$ cat src/rtl/instr_mem_loader_pkg.sv
// instr_mem_loader_pkg: shared FSM encoding and constants for the instruction memory loader
package instr_mem_loader_pkg;
  typedef enum logic [1:0] {IDLE = 2'd0, RECV = 2'd1, WRITE = 2'd2, DONE = 2'd3} state_t;
  localparam logic [3:0] WE_ALL = 4'hF;
  localparam int DEFAULT_MAX_WORDS = 1024;
  function automatic logic [31:0] clamp_count(input logic [31:0] wc, input logic [31:0] max);
    return wc > max ? max : wc;
  endfunction
endpackage

$ cat src/rtl/instr_mem_loader_if.sv
// instr_mem_loader_if: byte stream handshake plus instruction RAM write port
interface instr_mem_loader_if;
  logic [7:0] byte_in;
  logic byte_valid;
  logic byte_ready;
  logic mem_en;
  logic [3:0] mem_we;
  logic [31:0] mem_addr;
  logic [31:0] mem_din;
  modport master (output byte_in, byte_valid, input byte_ready, mem_en, mem_we, mem_addr, mem_din);
  modport slave (input byte_in, byte_valid, output byte_ready, mem_en, mem_we, mem_addr, mem_din);
endinterface

$ cat src/rtl/instr_mem_loader.sv
// instr_mem_loader: packs a byte stream big-endian into words and writes them to instruction RAM
module instr_mem_loader
  import instr_mem_loader_pkg::*;
#(
  parameter int MAX_WORDS = DEFAULT_MAX_WORDS
) (
  input  logic clk,
  input  logic rst,
  input  logic start,
  input  logic [31:0] word_count,
  instr_mem_loader_if.slave bus,
  output logic busy,
  output logic cpu_hold,
  output logic done,
  output logic [7:0] checksum
);
  state_t state, state_n;
  logic [31:0] count, count_n, idx, idx_n, word, word_n;
  logic [1:0] bcnt, bcnt_n;
  logic [7:0] csum_n;
  logic take, go;
  assign bus.mem_addr = idx;
  assign bus.mem_din = word;
  // next state and datapath: start from IDLE/DONE, byte intake in RECV, index advance out of WRITE
  always_comb begin
    take = state == RECV && bus.byte_valid && bus.byte_ready;
    go = (state == IDLE || state == DONE) && start;
    state_n = state;
    count_n = count;
    idx_n = idx;
    bcnt_n = bcnt;
    word_n = word;
    csum_n = checksum;
    if (go) begin
      count_n = clamp_count(word_count, 32'(MAX_WORDS));
      idx_n = '0;
      bcnt_n = '0;
      csum_n = '0;
      state_n = count_n == '0 ? DONE : RECV;
    end
    if (take) begin
      word_n = {word[23:0], bus.byte_in};
      csum_n = checksum ^ bus.byte_in;
      bcnt_n = bcnt + 2'd1;
      state_n = bcnt == 2'd3 ? WRITE : RECV;
    end
    if (state == WRITE) begin
      idx_n = idx + 32'd1;
      state_n = idx_n == count ? DONE : RECV;
    end
  end
  // state/datapath registers; outputs are decoded from the next state so they are flop-driven
  always_ff @(posedge clk) begin
    if (rst) begin
      state <= IDLE;
      count <= '0;
      idx <= '0;
      bcnt <= '0;
      word <= '0;
      checksum <= '0;
      bus.byte_ready <= 1'b0;
      bus.mem_en <= 1'b0;
      bus.mem_we <= 4'h0;
      busy <= 1'b0;
      done <= 1'b0;
      cpu_hold <= 1'b1;
    end else begin
      state <= state_n;
      count <= count_n;
      idx <= idx_n;
      bcnt <= bcnt_n;
      word <= word_n;
      checksum <= csum_n;
      bus.byte_ready <= state_n == RECV;
      bus.mem_en <= state_n == WRITE;
      bus.mem_we <= state_n == WRITE ? WE_ALL : 4'h0;
      busy <= state_n == RECV || state_n == WRITE;
      done <= state_n == DONE;
      cpu_hold <= state_n != DONE;
    end
  end
endmodule

$ cat src/flat_wrapper.sv
// flat-port wrapper written by rule: the top's interface ports become plain ports
module instr_mem_loader_flat import instr_mem_loader_pkg::*;
#(
  parameter int MAX_WORDS = DEFAULT_MAX_WORDS
)
  (clk, rst, start, word_count, busy, cpu_hold, done, checksum, bus_byte_in, bus_byte_valid, bus_byte_ready, bus_mem_en, bus_mem_we, bus_mem_addr, bus_mem_din);
  instr_mem_loader_if bus_i ();
  input  logic clk;
  input  logic rst;
  input  logic start;
  input  logic [31:0] word_count;
  output logic busy;
  output logic cpu_hold;
  output logic done;
  output logic [7:0] checksum;
  input wire logic [$bits(bus_i.byte_in)-1:0] bus_byte_in;
  input wire logic [$bits(bus_i.byte_valid)-1:0] bus_byte_valid;
  output wire logic [$bits(bus_i.byte_ready)-1:0] bus_byte_ready;
  output wire logic [$bits(bus_i.mem_en)-1:0] bus_mem_en;
  output wire logic [$bits(bus_i.mem_we)-1:0] bus_mem_we;
  output wire logic [$bits(bus_i.mem_addr)-1:0] bus_mem_addr;
  output wire logic [$bits(bus_i.mem_din)-1:0] bus_mem_din;
  assign bus_i.byte_in = bus_byte_in;
  assign bus_i.byte_valid = bus_byte_valid;
  assign bus_byte_ready = bus_i.byte_ready;
  assign bus_mem_en = bus_i.mem_en;
  assign bus_mem_we = bus_i.mem_we;
  assign bus_mem_addr = bus_i.mem_addr;
  assign bus_mem_din = bus_i.mem_din;
  instr_mem_loader #(.MAX_WORDS(MAX_WORDS)) u_core (.clk(clk), .rst(rst), .start(start), .word_count(word_count), .bus(bus_i), .busy(busy), .cpu_hold(cpu_hold), .done(done), .checksum(checksum));
endmodule
$ cat config.mk
export PLATFORM = sky130hd
export DESIGN_NAME = instr_mem_loader_flat
export DESIGN_NICKNAME = d
export VERILOG_FILES = /design/src/rtl/instr_mem_loader_pkg.sv /design/src/rtl/instr_mem_loader_if.sv /design/src/rtl/instr_mem_loader.sv /design/src/flat_wrapper.sv
export SDC_FILE = /design/constraint.sdc
export NUM_CORES = 1
export LEC_CHECK = 0
export CORE_UTILIZATION = 31
export CTS_CLUSTER_DIAMETER = 200
export DETAILED_ROUTE_END_ITERATION = 8
export PLACE_DENSITY = 0.54
export SLEW_MARGIN = 30
export SYNTH_ARGS = -nofsm -noshare
export SYNTH_HDL_FRONTEND = slang
export SYNTH_SLANG_ARGS = --single-unit
export TNS_END_PERCENT = 5
$ cat constraint.sdc
create_clock -name clk -period 3.6 [get_ports clk]
set_input_delay 0.54 -clock clk [delete_from_list [all_inputs] [get_ports clk]]
set_output_delay 0.54 -clock clk [all_outputs]
set_load 0.05 [all_outputs]
# Word-level counts from Yosys, hierarchy flattened
# Index checks and enable logic that the tools add are counted.
# word_totals
in_bits	44
reg_bits	117
elab_cells	48
out_inout_bits	81
# classes
reduce_logical	9
mux	14
magnitude_cmp	1
bitwise	1
n_eq_ne	9
add_sub_neg	2
# op_table
op	n
32-bit 2-to-1 mux	3
32-bit by 1-bit adder with 32-bit output (second input constant)	1
32-bit equality test	1
32-bit by 11-bit > comparator with 1-bit output (second input constant)	1
32-bit logical NOT	1
2-bit 2-to-1 mux	8
8-bit 2-to-1 mux	2
2-bit equality test (second input constant)	5
8-bit XOR	1
2-bit by 1-bit equality test with 1-bit output (second input constant)	2
4-bit 2-to-1 mux	1
2-bit nonzero test	2
1-bit logical AND	3
2-bit by 1-bit adder with 2-bit output (second input constant)	1
2-bit logical NOT	1
1-bit logical OR	2
2-bit inequality test (second input constant)	1

# Depth between registers and ports, before layout
# Gate-level depths: netlist of run 1.
# logic_depth
depth_word	9
depth_mapped	12
depth_no_buf	10

# Worst setup path before layout of run 1
# No wires, ideal clock.
# synth_path
path_type	flip-flop to flip-flop
from	register u_core.idx[0], in the netlist u_core.bus.mem_addr[0]
to	register u_core.busy
slack_ns	0.552
n_path_buf	1
path_stages_with_launch	12
arrival_time_ns	2.922
synth_period_minus_slack_ns	3.048
cell_sequence	dfxtp_1 > ha_1 > buf_2 > nand3_1 > nor3_1 > nand4_1 > xnor2_1 > a2111oi_2 > nand4_1 > nand2_1 > ha_1 > nor2b_1
# synth_via
elab_chain_len	6
elab_cells_between_ends	7
cone_classes	1 x add/sub; 3 x eq/ne; 2 x mux; 1 x reduce/logical
# synth_rtl
element	line_no	source
from (decl)	instr_mem_loader.sv:18	logic [31:0] count, count_n, idx, idx_n, word, word_n;
from (signal assigned)	instr_mem_loader.sv:70	idx <= idx_n;
32-bit by 1-bit adder with 32-bit output (*)	instr_mem_loader.sv:48	idx_n = idx + 32'd1;
32-bit equality test (*)	instr_mem_loader.sv:49	state_n = idx_n == count ? DONE : RECV;
2-bit 2-to-1 mux (*)	instr_mem_loader.sv:49	
2-bit 2-to-1 mux (*)	instr_mem_loader.sv:47	if (state == WRITE) begin
2-bit by 1-bit equality test with 1-bit output or 2-bit equality test (tied branches)	instr_mem_loader.sv:77	busy <= state_n == RECV || state_n == WRITE;
1-bit logical OR (*)	instr_mem_loader.sv:77	
to (signal assigned)	instr_mem_loader.sv:64	busy <= 1'b0;
to (signal assigned)	instr_mem_loader.sv:77	
to (decl)	instr_mem_loader.sv:12	output logic busy,
# Mark *: on every way between the ends. The rest lies on a longest branch, timed or not.
# A chain may end at the register's enable or synchronous reset.

# Final worst setup path of run 1
# Ends and elaborated chain as after synthesis.

==> run_results.csv, run 1 <==
group,metric,value,unit
outcome,status,"completed",
yosys,synthTopCellsByCount,"dfxtp_1 (113), nand2_1 (110), a21oi_1 (66)",
yosys,netlist_top_cells_area,"dfxtp_1 (40%), nand2_1 (7.2%), a21oi_1 (5.8%)",
routing,ant_nets,0,
clocking,numCtsBuffers,17,
pwr,ir_worst_vdd,329,uV
worst_hold_path,hold_path_class,"register to register",
routing,avgViaCountPerCell,5.18,
timing,slew_headroom,57.1,%
setup_path,worst_path_largest_cell_delay,0.46,ns
clocking,cts.path.max_buffers,2,
yosys,synth_seq_cells,113,
global_route,grt_max_degree,50,
setup_path,critPathCaptureType,"register",
timing,worst_slew_pin_slew,0.640,ns
layout,n_antenna_cell,0,
routing,drtIter0Drc,299,
timing,finalCritPeriodShare,93.1,%
timing,finalHoldViolations,0,
routing,wirelength,17700,um
clocking,htreeDepth,4,
layout,final_area,0.00773,mm2
timing,fin_setup_tns,0,ns
layout,ff_latch_area,0.00226,mm2
die,start_util,31.7,%
routing,drc,0,
clocking,clkTransAtPathRegs,0.06,ns
clocking,numClockSinks,113,
layout,drive_gt1_share,8.85,%
die,io_pins,125,
routing,first_pass_iters,5,
timing,drv_slew,0,
die,die_w,138,um
timing,clock.fmax,298,MHz
global_route,antenna_found_initial,0,
setup_path,r2r_setup_slack,0.25,ns
die,die_area,0.0190,mm2
yosys,yosysTopAreaCellShare,39.5,%
clocking,holdBufCountCts,0,
timing,post-route-min-period,3.35,ns
die,rows,49,
clocking,insertion_delay,0.43,ns
die,core,0.0180,mm2
layout,fin_util,42.9,%
timing,rsz0062_at_grt,"no",
layout,area_growth_syn_to_layout,35.2,%
setup_path,worst-path-max-fanout,8,
clocking,cts_tree,"done",
place,dp_slack,0.268,ns
setup_path,crit_chain,"ha_1 -> and3_1 -> nand2_1 -> o311ai_1 -> o311ai_0 -> nor4_1 -> nand4_1 -> nand2_1 -> ha_1 -> nor2b_1",
yosys,yosys.area.top_type,"dfxtp_1",
timing,setup_violations,0,
yosys,yosysMostFrequentCell,"dfxtp_1",
yosys,synthCells,714,
setup_path,cp.required,3.90,ns
layout,fin_nets,875,
yosys,ys.warnings.count,0,
setup_path,startpoint_type,"register",
yosys,synth_edf_count,0,
yosys,async_flop_share,0,%
global_route,grt_pass1_vias,5011,
setup_path,crit_arrival,3.65,ns
setup_path,crit_type,"register to register",
place,place_hpwl,12200,um
place,place_area,0.00714,mm2
clocking,root_buffer,"clkbuf_16",
yosys,mappedNetlistArea,0.00572,mm2
global_route,grt-ovfl-total,0,
yosys,synth.distinct_cells,68,
yosys,syn-num-nets,766,
routing,wl_per_cell,16.6,um
layout,num-fill-cells,1845,
place,port_buffers,124,
pwr,leakagePower,2.70,nW
yosys,syn_avg_cell_area,8.01,um2
setup_path,cp_slowest_cell,"dfxtp_1",
pwr,power_density,414,mW/mm2
die,die_h,138,um
global_route,gr-usage-all-layers,19.0,%
global_route,grt_pass1_wl,27400,um
yosys,yosysSeqAreaShare,39.5,%
yosys,synth_ff_type,"dfxtp_1",
layout,multi_input_area,0.00315,mm2
routing,vias,5514,
timing,clock-skew-final,0.0113,ns
place,gp_congestion,0.918,
job,max_cap_violations,0,
timing,layout_setup_ws,0.247,ns
cells in the final DEF, fill, tap and decap left out, types with 7 or more instances in the layout:
cell type and count:
a22oi_1 10, nor3_1 21, clkbuf_16 17, inv_1 15
dfxtp_1 113, nor4_1 15, and2_1 22, nand4_1 23
nor2_1 57, xnor2_1 23, a31oi_1 7, ha_1 8
a311oi_1 10, a21oi_1 66, buf_4 19, clkdlybuf4s50_1 123
xor2_1 24, o21ai_0 22, nand3_1 21, nand2_1 110
and3_1 9
layout make-up:
cell class                 instances  area share (%)
sequential                       113            29.3
clock buffer                      19            5.86
clock inverter                    13            1.83
tap                              229            3.70
multi-input combinational        532            40.8
inverter                          16           0.777
timing repair buffer             143            17.8
worst max-delay path, delay by kind of cell (launching register included):
kind | cells | cell delay [ns]
and+or+nand+nor | 6 | 1.69
AOI/OAI and AO/OA | 2 | 0.50
adders and majority gates | 2 | 0.56
DFF | 1 | 0.46
repair_timing:
action                     CTS  global route
setup buffers                0             0
setup endpoints to repair    0             1
gates resized for setup      0             1
stage by stage:
stage | hold slack (ns) | total power [mW] | instances
after CTS | 0.454 | 3.23 | 1065
after detailed placement | 0.446 | 1.52 | 1033
final | 0.452 | 3.20 | 1065
after global routing | 0.477 | 3.31 | 1065
after global placement | 0.444 | 1.52 | 1033
after floorplan | 0.450 | 1.41 | 714
flip-flops by register name, indices dropped and copies added (netlist names):
| signal | count |
|---|---|
| u_core.checksum | 8 |
| u_core.state | 2 |
| u_core.bus.mem_we | 1 |
| u_core.cpu_hold | 1 |
| u_core.bus.byte_ready | 1 |
| u_core.bus.mem_addr | 32 |
| u_core.bcnt | 2 |
| u_core.busy | 1 |
| u_core.done | 1 |
| u_core.bus.mem_din | 32 |
| u_core.count | 32 |
worst paths after layout:
kind | startpoint | end | depth (start not counted)
min | u_core.bus.mem_din[29]$_SDFFE_PP0P_ | u_core.bus.mem_din[29]$_SDFFE_PP0P_ | 2
max | u_core.bus.mem_addr[0]$_SDFFE_PP0P_ | u_core.busy$_SDFF_PP0_ | 10
max reg2reg | u_core.bus.mem_addr[0]$_SDFFE_PP0P_ | u_core.busy$_SDFF_PP0_ | 10
min reg2reg | u_core.bus.mem_din[29]$_SDFFE_PP0P_ | u_core.bus.mem_din[29]$_SDFFE_PP0P_ | 2
routing by layer:
metal	up-vias	global-route usage, %	share of wire, %
met5	-	0	0
met4	0	7.07	2.2
met3	33	6.44	7.1
met2	170	28.8	45
met1	2559	24.7	45
li1	2752	-	-
cell families (layout without fill, tap and decap cells):
kind of cell | after synthesis | in the layout | synth area share [%]
AOI/OAI and AO/OA | 147 | 147 | 16.0
xor gates and xnor gates | 47 | 47 | 7.20
adders and majority gates | 8 | 8 | 1.75
buffers and inverters | 69 | 191 | 5.38
DFF | 113 | 113 | 39.5
muxes | 4 | 4 | 0.722
and+or+nand+nor | 326 | 326 | 29.4
where the power goes:
group          internal (mW)  total, mW  switching [mW]
Sequential              1.26       1.27         0.00802
Clock                   1.01       1.71           0.698
Combinational         0.0858      0.221           0.135
No activity file was read; power rests on OpenSTA's default activity.
==> run 2: changes to the inputs <==
--- a/config.mk
+++ b/config.mk
@@ -8,6 +8,7 @@
 export CORE_UTILIZATION = 31
 export CTS_CLUSTER_DIAMETER = 200
 export DETAILED_ROUTE_END_ITERATION = 8
+export MAX_ROUTING_LAYER = met4
 export PLACE_DENSITY = 0.54
 export SLEW_MARGIN = 30
 export SYNTH_ARGS = -nofsm -noshare
==> run 2 against run 1 <==
- core utilization is essentially flat
- die area did not move
- sequential power hardly changed
- wire length rose by 0.40%
- clock skew rose by 0.00068 ns
- first-iteration DRC count grew 17%
- hold slack gained 0.0017 ns
- sequential share of layout area about the same
- non-clock buffer count up 1
- sequential cell count is the same
- critical path type unchanged
==> run_results.csv, run 2 (synthesized netlist as in run 1, its figures left out) <==
group,metric,value,unit
setup_path,cp_slowest_cell,"dfxtp_1",
timing,worst_slew_pin_slew,0.683,ns
timing,drv_slew,0,
global_route,grt_max_degree,41,
setup_path,r2r_setup_slack,0.38,ns
routing,first_pass_iters,5,
timing,rsz0062_at_grt,"no",
worst_hold_path,hold_end,"u_core.bus.mem_din[24]$_SDFFE_PP0P_",
place,port_buffers,124,
pwr,ir_worst_vdd,400,uV
die,die_w,138,um
clocking,root_buffer,"clkbuf_16",
clocking,numClockSinks,113,
routing,drtIter0Drc,350,
place,gp_congestion,0.956,
setup_path,crit_arrival,3.53,ns
timing,finalCritPeriodShare,89.4,%
setup_path,crit_type,"register to register",
die,rows,49,
setup_path,reg2reg_from,"u_core.bus.mem_addr[4]$_SDFFE_PP0P_",
die,start_util,31.7,%
timing,slew_headroom,54.2,%
clocking,holdBufCountCts,0,
clocking,htreeDepth,4,
routing,ant_nets,0,
worst_hold_path,min-delay-start,"u_core.bus.mem_din[24]$_SDFFE_PP0P_",
routing,avgViaCountPerCell,5.14,
setup_path,critPathCaptureType,"register",
pwr,leakagePower,2.70,nW
setup_path,worst-path-max-fanout,14,
setup_path,r2r_cells,9,
die,core,0.0180,mm2
routing,vias,5483,
layout,final_common_cell,"clkdlybuf4s50_1",
clocking,numCtsBuffers,17,
timing,post-route-min-period,3.22,ns
worst_hold_path,hold_path_class,"register to register",
pwr,power_density,411,mW/mm2
setup_path,path_buf_inv,0,
global_route,grt-ovfl-total,0,
clocking,ctsResizeCount,0,
setup_path,cp.required,3.91,ns
layout,mostFrequentLayoutCells,"clkdlybuf4s50_1 (123), dfxtp_1 (113), nand2_1 (110), a21oi_1 (66), nor2_1 (57)",
global_route,grt_pass1_vias,4980,
setup_path,crit_chain,"and4_1 -> nand3_1 -> a2111oi_0 -> o211ai_1 -> nor4_1 -> nand4_1 -> nand2_1 -> ha_1 -> nor2b_1",
routing,wirelength,17700,um
global_route,gr-usage-all-layers,19.5,%
clocking,post-cts-setup-buffer-count,0,
setup_path,timing.rr.end,"u_core.busy$_SDFF_PP0_",
die,die_area,0.0190,mm2
setup_path,crit_family,"simple AND/OR/NAND/NOR gates",
timing,finalHoldViolations,0,
layout,n_antenna_cell,0,
place,place_area,0.00715,mm2
job,max_cap_violations,0,
setup_path,worst_path_largest_cell_delay,0.59,ns
place,place_hpwl,12500,um
die,io_pins,125,
timing,setup_violations,0,
clocking,cts.path.max_buffers,2,
clocking,cts_tree,"done",
layout,area_growth_syn_to_layout,35.1,%
worst_hold_path,hold_depth,2,
layout,final_area,0.00773,mm2
routing,wl_per_cell,16.6,um
clocking,insertion_delay,0.43,ns
global_route,antenna_found_initial,0,
clocking,clkTransAtPathRegs,0.07,ns
layout,drive_gt1_share,8.96,%
timing,fin_setup_tns,0,ns
routing,drc,0,
outcome,status,"completed",
layout,fin_nets,876,
setup_path,cp.depth,9,
timing,clock.fmax,311,MHz
setup_path,startpoint_type,"register",
die,die_h,138,um
global_route,grt_pass1_wl,27300,um
timing,clock-skew-final,0.0120,ns
==> run 2: layout make-up <==
type | count | area [um2]
repair buffers | 144 | 1390
multi-input cells | 532 | 3150
clock buffers | 17 | 425
clock inverters | 15 | 160
fillers | 1854 | 10300
well taps | 229 | 287
inverters | 16 | 60.1
flip-flops and latches | 113 | 2260
==> run 2: where the power goes <==
group	switching, mW	internal [mW]	total, mW
clock	0.701	0.984	1.68
sequential	0.00768	1.26	1.27
combinational	0.136	0.0860	0.223
==> run 2: worst max path at each step <==
stage,startpoint,end
after floorplan,u_core.bus.mem_addr[0]$_SDFFE_PP0P_,u_core.busy$_SDFF_PP0_
after global placement,u_core.bus.mem_addr[4]$_SDFFE_PP0P_,u_core.busy$_SDFF_PP0_
after detailed placement,u_core.bus.mem_addr[1]$_SDFFE_PP0P_,u_core.busy$_SDFF_PP0_
after CTS,u_core.bus.mem_addr[1]$_SDFFE_PP0P_,u_core.busy$_SDFF_PP0_
after global routing,u_core.bus.mem_addr[4]$_SDFFE_PP0P_,u_core.busy$_SDFF_PP0_
final,u_core.bus.mem_addr[4]$_SDFFE_PP0P_,u_core.busy$_SDFF_PP0_
==> run 2: worst register-to-register path, cell delays in order, from the launching register on <==
cell	delay, ns
dfxtp_1	0.59
and4_1	0.37
nand3_1	0.34
a2111oi_0	0.54
o211ai_1	0.13
nor4_1	0.29
nand4_1	0.28
nand2_1	0.21
ha_1	0.24
nor2b_1	0.12
==> run 2: stage by stage <==
step                      instances  util (%)  setup slack (ns)  total power [mW]  hold slack [ns]
after global placement         1034      39.6             0.328              1.52            0.444
after CTS                      1066      42.9             0.359              3.22            0.456
after detailed placement       1034      39.6             0.358              1.52            0.447
after floorplan                 714         -             0.552              1.41            0.450
final                          1066      42.9             0.383              3.18            0.454
after global routing           1066      42.9             0.118              3.28            0.488
==> run 2: layer usage <==
layer | global-route usage, % | routed length [um] | vias to the layer above
met2 | 29.0 | 8200 | 147
met1 | 25.5 | 8320 | 2563
met4 | 5.80 | 240 | 0
li1 | - | - | 2754
met5 | - | 0 | -
met3 | 5.37 | 983 | 19
==> run 3: changes to the inputs <==
--- a/config.mk
+++ b/config.mk
@@ -6,10 +6,9 @@
 export NUM_CORES = 1
 export LEC_CHECK = 0
 export CORE_UTILIZATION = 31
-export CTS_CLUSTER_DIAMETER = 200
+export CTS_CLUSTER_DIAMETER = 60
 export DETAILED_ROUTE_END_ITERATION = 8
 export MAX_ROUTING_LAYER = met4
-export PLACE_DENSITY = 0.54
 export SLEW_MARGIN = 30
 export SYNTH_ARGS = -nofsm -noshare
 export SYNTH_HDL_FRONTEND = slang
==> constraint.sdc (replaced) <==
create_clock -name clk -period 2.71 [get_ports clk]
set_input_delay 0.4065 -clock clk [delete_from_list [all_inputs] [get_ports clk]]
set_output_delay 0.4065 -clock clk [all_outputs]
set_load 0.05 [all_outputs]
==> run 3 against run 2 <==
- sequential share of layout area is 2.9 points lower
- die area is the same
- hold slack got worse by 0.070 ns
- combinational power up 41%
- critical path depth increased by 1
- global-route usage is 0.42 points higher
- clock skew fell by 0.0026 ns
- critical path type unchanged
- register-to-register slack worse by 0.29 ns
- final cell count grew 9.2%
- wire length rose by 3.7%
- critical endpoint unchanged
==> run_results.csv, run 3 (synthesized netlist as in run 1, its figures left out) <==
group,metric,value,unit
outcome,status,"completed",
routing,ant_nets,0,
clocking,htreeDepth,4,
routing,drc,0,
place,gp_congestion,0.915,
timing,drv_slew,0,
layout,mostFrequentLayoutCells,"clkdlybuf4s50_1 (123), buf_4 (114), nand2_1 (109), dfxtp_1 (91), a21oi_1 (66)",
timing,fin_setup_tns,0,ns
routing,wirelength,18400,um
setup_path,critPathCaptureType,"register",
layout,multi_input_area,0.00333,mm2
clocking,cts_tree,"done",
timing,setup_violations,0,
layout,final_common_cell,"clkdlybuf4s50_1",
layout,fin_nets,974,
global_route,gr-usage-all-layers,19.9,%
timing,worst_slew_pin_slew,0.590,ns
die,start_util,31.7,%
timing,layout_setup_ws,0.0958,ns
clocking,insertion_delay,0.42,ns
timing,clock.fmax,383,MHz
clocking,numCtsBuffers,17,
global_route,grt_max_degree,56,
global_route,antenna_found_initial,0,
layout,area_growth_syn_to_layout,52.6,%
layout,drive_gt1_share,23.4,%
timing,rsz0062_at_grt,"yes",
global_route,grt_pass1_vias,5417,
place,port_buffers,124,
layout,n_antenna_cell,0,
die,die_w,138,um
timing,post-route-min-period,2.61,ns
die,core,0.0180,mm2
setup_path,crit_type,"register to register",
clocking,root_buffer,"clkbuf_16",
die,io_pins,125,
routing,drtIter0Drc,420,
setup_path,worst-path-max-fanout,5,
global_route,grt_pass1_wl,28200,um
pwr,ir_worst_vdd,467,uV
pwr,leakagePower,3.28,nW
clocking,numClockSinks,113,
timing,clock-skew-final,0.00940,ns
clocking,cts.path.max_buffers,2,
place,dp_slack,-0.130,ns
die,die_h,138,um
timing,slew_headroom,60.7,%
layout,ff_latch_area,0.00230,mm2
place,place_hpwl,13000,um
clocking,clkTransAtPathRegs,0.06,ns
routing,avgViaCountPerCell,5.06,
global_route,grt-ovfl-total,0,
clocking,holdBufCountCts,0,
job,max_cap_violations,0,
setup_path,crit_arrival,2.90,ns
layout,num-fill-cells,1766,
pwr,power_density,498,mW/mm2
worst_hold_path,hold_path_class,"input pin to register",
routing,first_pass_iters,5,
routing,vias,5892,
routing,wl_per_cell,15.8,um
setup_path,cp.required,2.99,ns
timing,finalHoldViolations,0,
timing,finalCritPeriodShare,96.5,%
setup_path,startpoint_type,"register",
die,die_area,0.0190,mm2
die,rows,49,
## run 3: cell count changes in the layout (fill, tap and decap cells not counted), moves of 3 or more
cell	delta
buf_4	+94
dfxtp_1	-22
dfxtp_2	+19
buf_6	+4
nand3_1	-4
nor4_1	-4
dfxtp_4	+3
nand3_2	+3
nor4_2	+3
## run 3: power by group
| part | total [mW] | internal, mW | switching [mW] |
|---|---|---|---|
| Clock | 2.35 | 1.44 | 0.909 |
| Combinational | 0.314 | 0.132 | 0.182 |
| Sequential | 1.68 | 1.67 | 0.0108 |
## run 3: what timing repair did
| item | 4_1_cts | 5_1_grt |
|---|---|---|
| pin swaps | 5 | 14 |
| setup buffers | 0 | 7 |
| endpoints found under the hold margin | 0 | 0 |
| setup endpoints to repair | 4 | 4 |
| gates resized for setup | 4 | 35 |
## run 3: routing by layer
metal  GRT usage, %  wire length [um]
met5              -                 0
met4           8.09               397
met3           4.16              1020
met2           30.3              8750
met1           25.6              8220
## run 3: path summary, 6_finish.rpt
| path | start | to | slack (ns) | cells after the start |
|---|---|---|---|---|
| setup reg to reg | u_core.bus.mem_addr[11]$_SDFFE_PP0P_ | u_core.busy$_SDFF_PP0_ | 0.1 | 10 |
| hold / removal | rst | u_core.bus.mem_addr[19]$_SDFFE_PP0P_ | 0.38 | 2 |
| hold reg to reg | u_core.bus.mem_din[26]$_SDFFE_PP0P_ | u_core.bus.mem_din[26]$_SDFFE_PP0P_ | 0.45 | 2 |
| setup / recovery | u_core.bus.mem_addr[11]$_SDFFE_PP0P_ | u_core.busy$_SDFF_PP0_ | 0.1 | 10 |
## run 3: critical path, stage by stage (launching register included)
cell and delay [ns]:
dfxtp_1 0.36, nand3_2 0.22, buf_4 0.22, nor2_4 0.18, nand4_1 0.20, xnor2_2 0.21
a2111oi_4 0.33, nand4_1 0.24, nand2_1 0.16, ha_1 0.23, nor2b_1 0.12
## run 3: stage by stage
step	area (um2)	hold WS (ns)	cells	total power [mW]	util [%]
after global routing	8730	0.398	1164	4.49	48.4
final	8730	0.384	1164	4.35	48.4
after floorplan	5760	0.450	714	1.88	-
after CTS	8500	0.372	1157	4.39	47.1
after global placement	7860	0.442	1125	2.03	43.6
after detailed placement	7860	0.447	1125	2.03	43.6
## run 3: final cells by class
class                   count  share of cell area [%]
multi-input cells         532                    38.2
flip-flops and latches    113                    26.3
repair buffers            242                    24.5
clock buffers              19                    5.19
well taps                 229                    3.28
clock inverters            13                    1.86
inverters                  16                   0.688
==> edit (config.mk and constraints of run 1) <==
`word` no longer has a reset.
--- a/src/rtl/instr_mem_loader.sv
+++ b/src/rtl/instr_mem_loader.sv
@@ -56,7 +56,6 @@
       count <= '0;
       idx <= '0;
       bcnt <= '0;
-      word <= '0;
       checksum <= '0;
       bus.byte_ready <= 1'b0;
       bus.mem_en <= 1'b0;
@@ -69,7 +68,6 @@
       count <= count_n;
       idx <= idx_n;
       bcnt <= bcnt_n;
-      word <= word_n;
       checksum <= csum_n;
       bus.byte_ready <= state_n == RECV;
       bus.mem_en <= state_n == WRITE;
@@ -79,5 +77,9 @@
       cpu_hold <= state_n != DONE;
     end
   end
+
+  always_ff @(posedge clk) begin
+    word <= word_n;
+  end
 endmodule
 
Formal check against the unedited RTL: differs if rst is asserted again (counterexample within 4 cycles, from zero or initial values and one cycle with rst high); with rst held inactive, the same outputs for 10 cycles.
==> edit against run 1 <==
- area after synthesis is 4.9% lower
- wire length is 18% lower
- first-iteration DRC count is 10% lower
- cell count is 11% lower
- largest cell class unchanged
- sequential cell count stayed put
- clock skew is 0.0018 ns lower
- clock power hardly changed
- via count is 15% lower
- setup slack better by 0.076 ns
- total power is 2.8% higher
- critical endpoint unchanged
- core utilization is 0.58 points higher
- sequential power is 5% higher
- final area is 3.1% lower
==> edit: results (changes against run 1) <==
global-route wire length before repair=23200 µm (was 27400 µm); Syn Area/Cell=9.30 µm² (was 8.01 µm²); CTS buffer count=17 (unchanged); Pleak=2.76 nW (was 2.70 nW); Net Count, Synth=637 (was 766); antenna fix cells=0 (unchanged); Netlist cell types=59 (was 68); clk root buf=clkbuf_16 (unchanged); TritonRoute pass-1 iters=4 (was 5); status=finished clean (unchanged); htree depth=4 (unchanged); met3 usage=5.18% (was 6.44%); vias per inst=4.96 (was 5.18); Seq/Total Area, Yosys=47.5% (was 39.5%); Final nets=759 (was 875); Layout Skew=0.00949 ns (was 0.0113 ns); Yosys warning total=0 (unchanged); Final Routed Wirelength=14500 µm (was 17700 µm); DR vias=4689 (was 5514); crit-path max FO=9 (was 8); arrival time worst endpoint=3.54 ns (was 3.65 ns); Worst Setup Slack post-DPL=0.223 ns (was 0.268 ns); Int Power=0.00246 W (was 0.00236 W); pin count of the biggest net entering global routing=44 (was 50); antenna violations before repair=0 (unchanged); GRT Overall Usage=16.7% (was 19.0%); vias in the first global route=4471 (was 5011); Global Route met1 Usage=21.3% (was 24.7%); Final HPWL DP=10200 µm (was 12200 µm); top area cells in the synthesized netlist=dfxtp_1 (30%), edfxtp_1 (18%), xnor2_1 (4.8%), nor2_1 (4.2%), nand2_1 (4.0%) (was dfxtp_1 (40%), nand2_1 (7.2%), a21oi_1 (5.8%), nor2_1 (3.7%), xor2_1 (3.7%)); Initial DRC Count=268 (was 299); worst slew pin tran=0.847 ns (was 0.640 ns); dpl cells=913 (was 1033); # resized after CTS=0 (unchanged); share of layout cells above drive strength 1=9.17% (was 8.85%); EDFF count, synth=32 (was 0); GPL Wtd Cong=0.858 (was 0.918); CP max stage delay=0.40 ns (was 0.46 ns); met2 Use GR=26.7% (was 28.8%); VDD IR-drop max=0.353 mV (was 0.329 mV); Post-synth top cells=dfxtp_1 (81), nor2_1 (61), nand2_1 (58) (was dfxtp_1 (113), nand2_1 (110), a21oi_1 (66))
[edit: per-layer routing]
| metal | wire length (µm) | share of wire, % |
|---|---|---|
| met1 | 6790 | 47 |
| met2 | 6580 | 45 |
| met3 | 1010 | 6.9 |
| met4 | 161 | 1.1 |
| met5 | 0 | 0 |
[edit: per-stage QoR]
step | cell area, µm² | util [%]
after global routing | 7490 | 43.5
after global placement | 6900 | 40.0
after CTS | 7490 | 43.5
after detailed placement | 6900 | 40.0
final | 7490 | 43.5
after floorplan | 5440 | -
[edit: path summary, 6_finish.rpt]
kind	from	endpoint	slack, ns	cells past startpoint
max reg2reg	u_core.bus.mem_addr[1]	u_core.busy	0.32	11
min reg2reg	u_core.bus.mem_din[4]	u_core.bus.mem_din[12]	0.45	0
min	u_core.bus.mem_din[4]	u_core.bus.mem_din[12]	0.45	0
max	u_core.bus.mem_addr[1]	u_core.busy	0.32	11
[edit: worst register-to-register path, delay by kind of cell (launching register included)]
| kind | cells | cell delay, ns |
|---|---|---|
| AND/OR/NAND/NOR | 6 | 1.46 |
| adder cells (fa/ha/maj) | 2 | 0.60 |
| AO/OA/AOI/OAI | 2 | 0.52 |
| flip-flops | 1 | 0.40 |
| XOR/XNOR | 1 | 0.15 |
[edit: cell type report]
cell class	count	area, µm²
Tap cell	225	282
Sequential cell	113	2580
Fill cell	1651	9740
Timing Repair Buffer	140	1360
Inverter	8	30.0
Clock inverter	15	171
Multi-Input combinational cell	427	2650
Clock buffer	17	425
[edit: cells by family (layout without fill, tap and decap cells)]
| kind of cell | Yosys count | in the layout | share of synthesized area (%) |
|---|---|---|---|
| multiplexers | 4 | 4 | 0.759 |
| XOR/XNOR | 50 | 50 | 8.05 |
| buffers and inverters | 45 | 180 | 3.87 |
| adder cells (fa/ha/maj) | 8 | 8 | 1.84 |
| AO/OA/AOI/OAI | 112 | 112 | 12.7 |
| AND/OR/NAND/NOR | 253 | 253 | 25.3 |
| flip-flops | 113 | 113 | 47.5 |
[edit: power by group through the flow]
| stage | clock network, W | registers [W] | logic [W] |
|---|---|---|---|
| after floorplan | 0 | 0.00141 | 0.0000896 |
| after global placement | 0 | 0.00136 | 0.000248 |
| after detailed placement | 0 | 0.00136 | 0.000250 |
| after CTS | 0.00175 | 0.00133 | 0.000252 |
| after global routing | 0.00180 | 0.00133 | 0.000271 |
| final | 0.00171 | 0.00133 | 0.000250 |
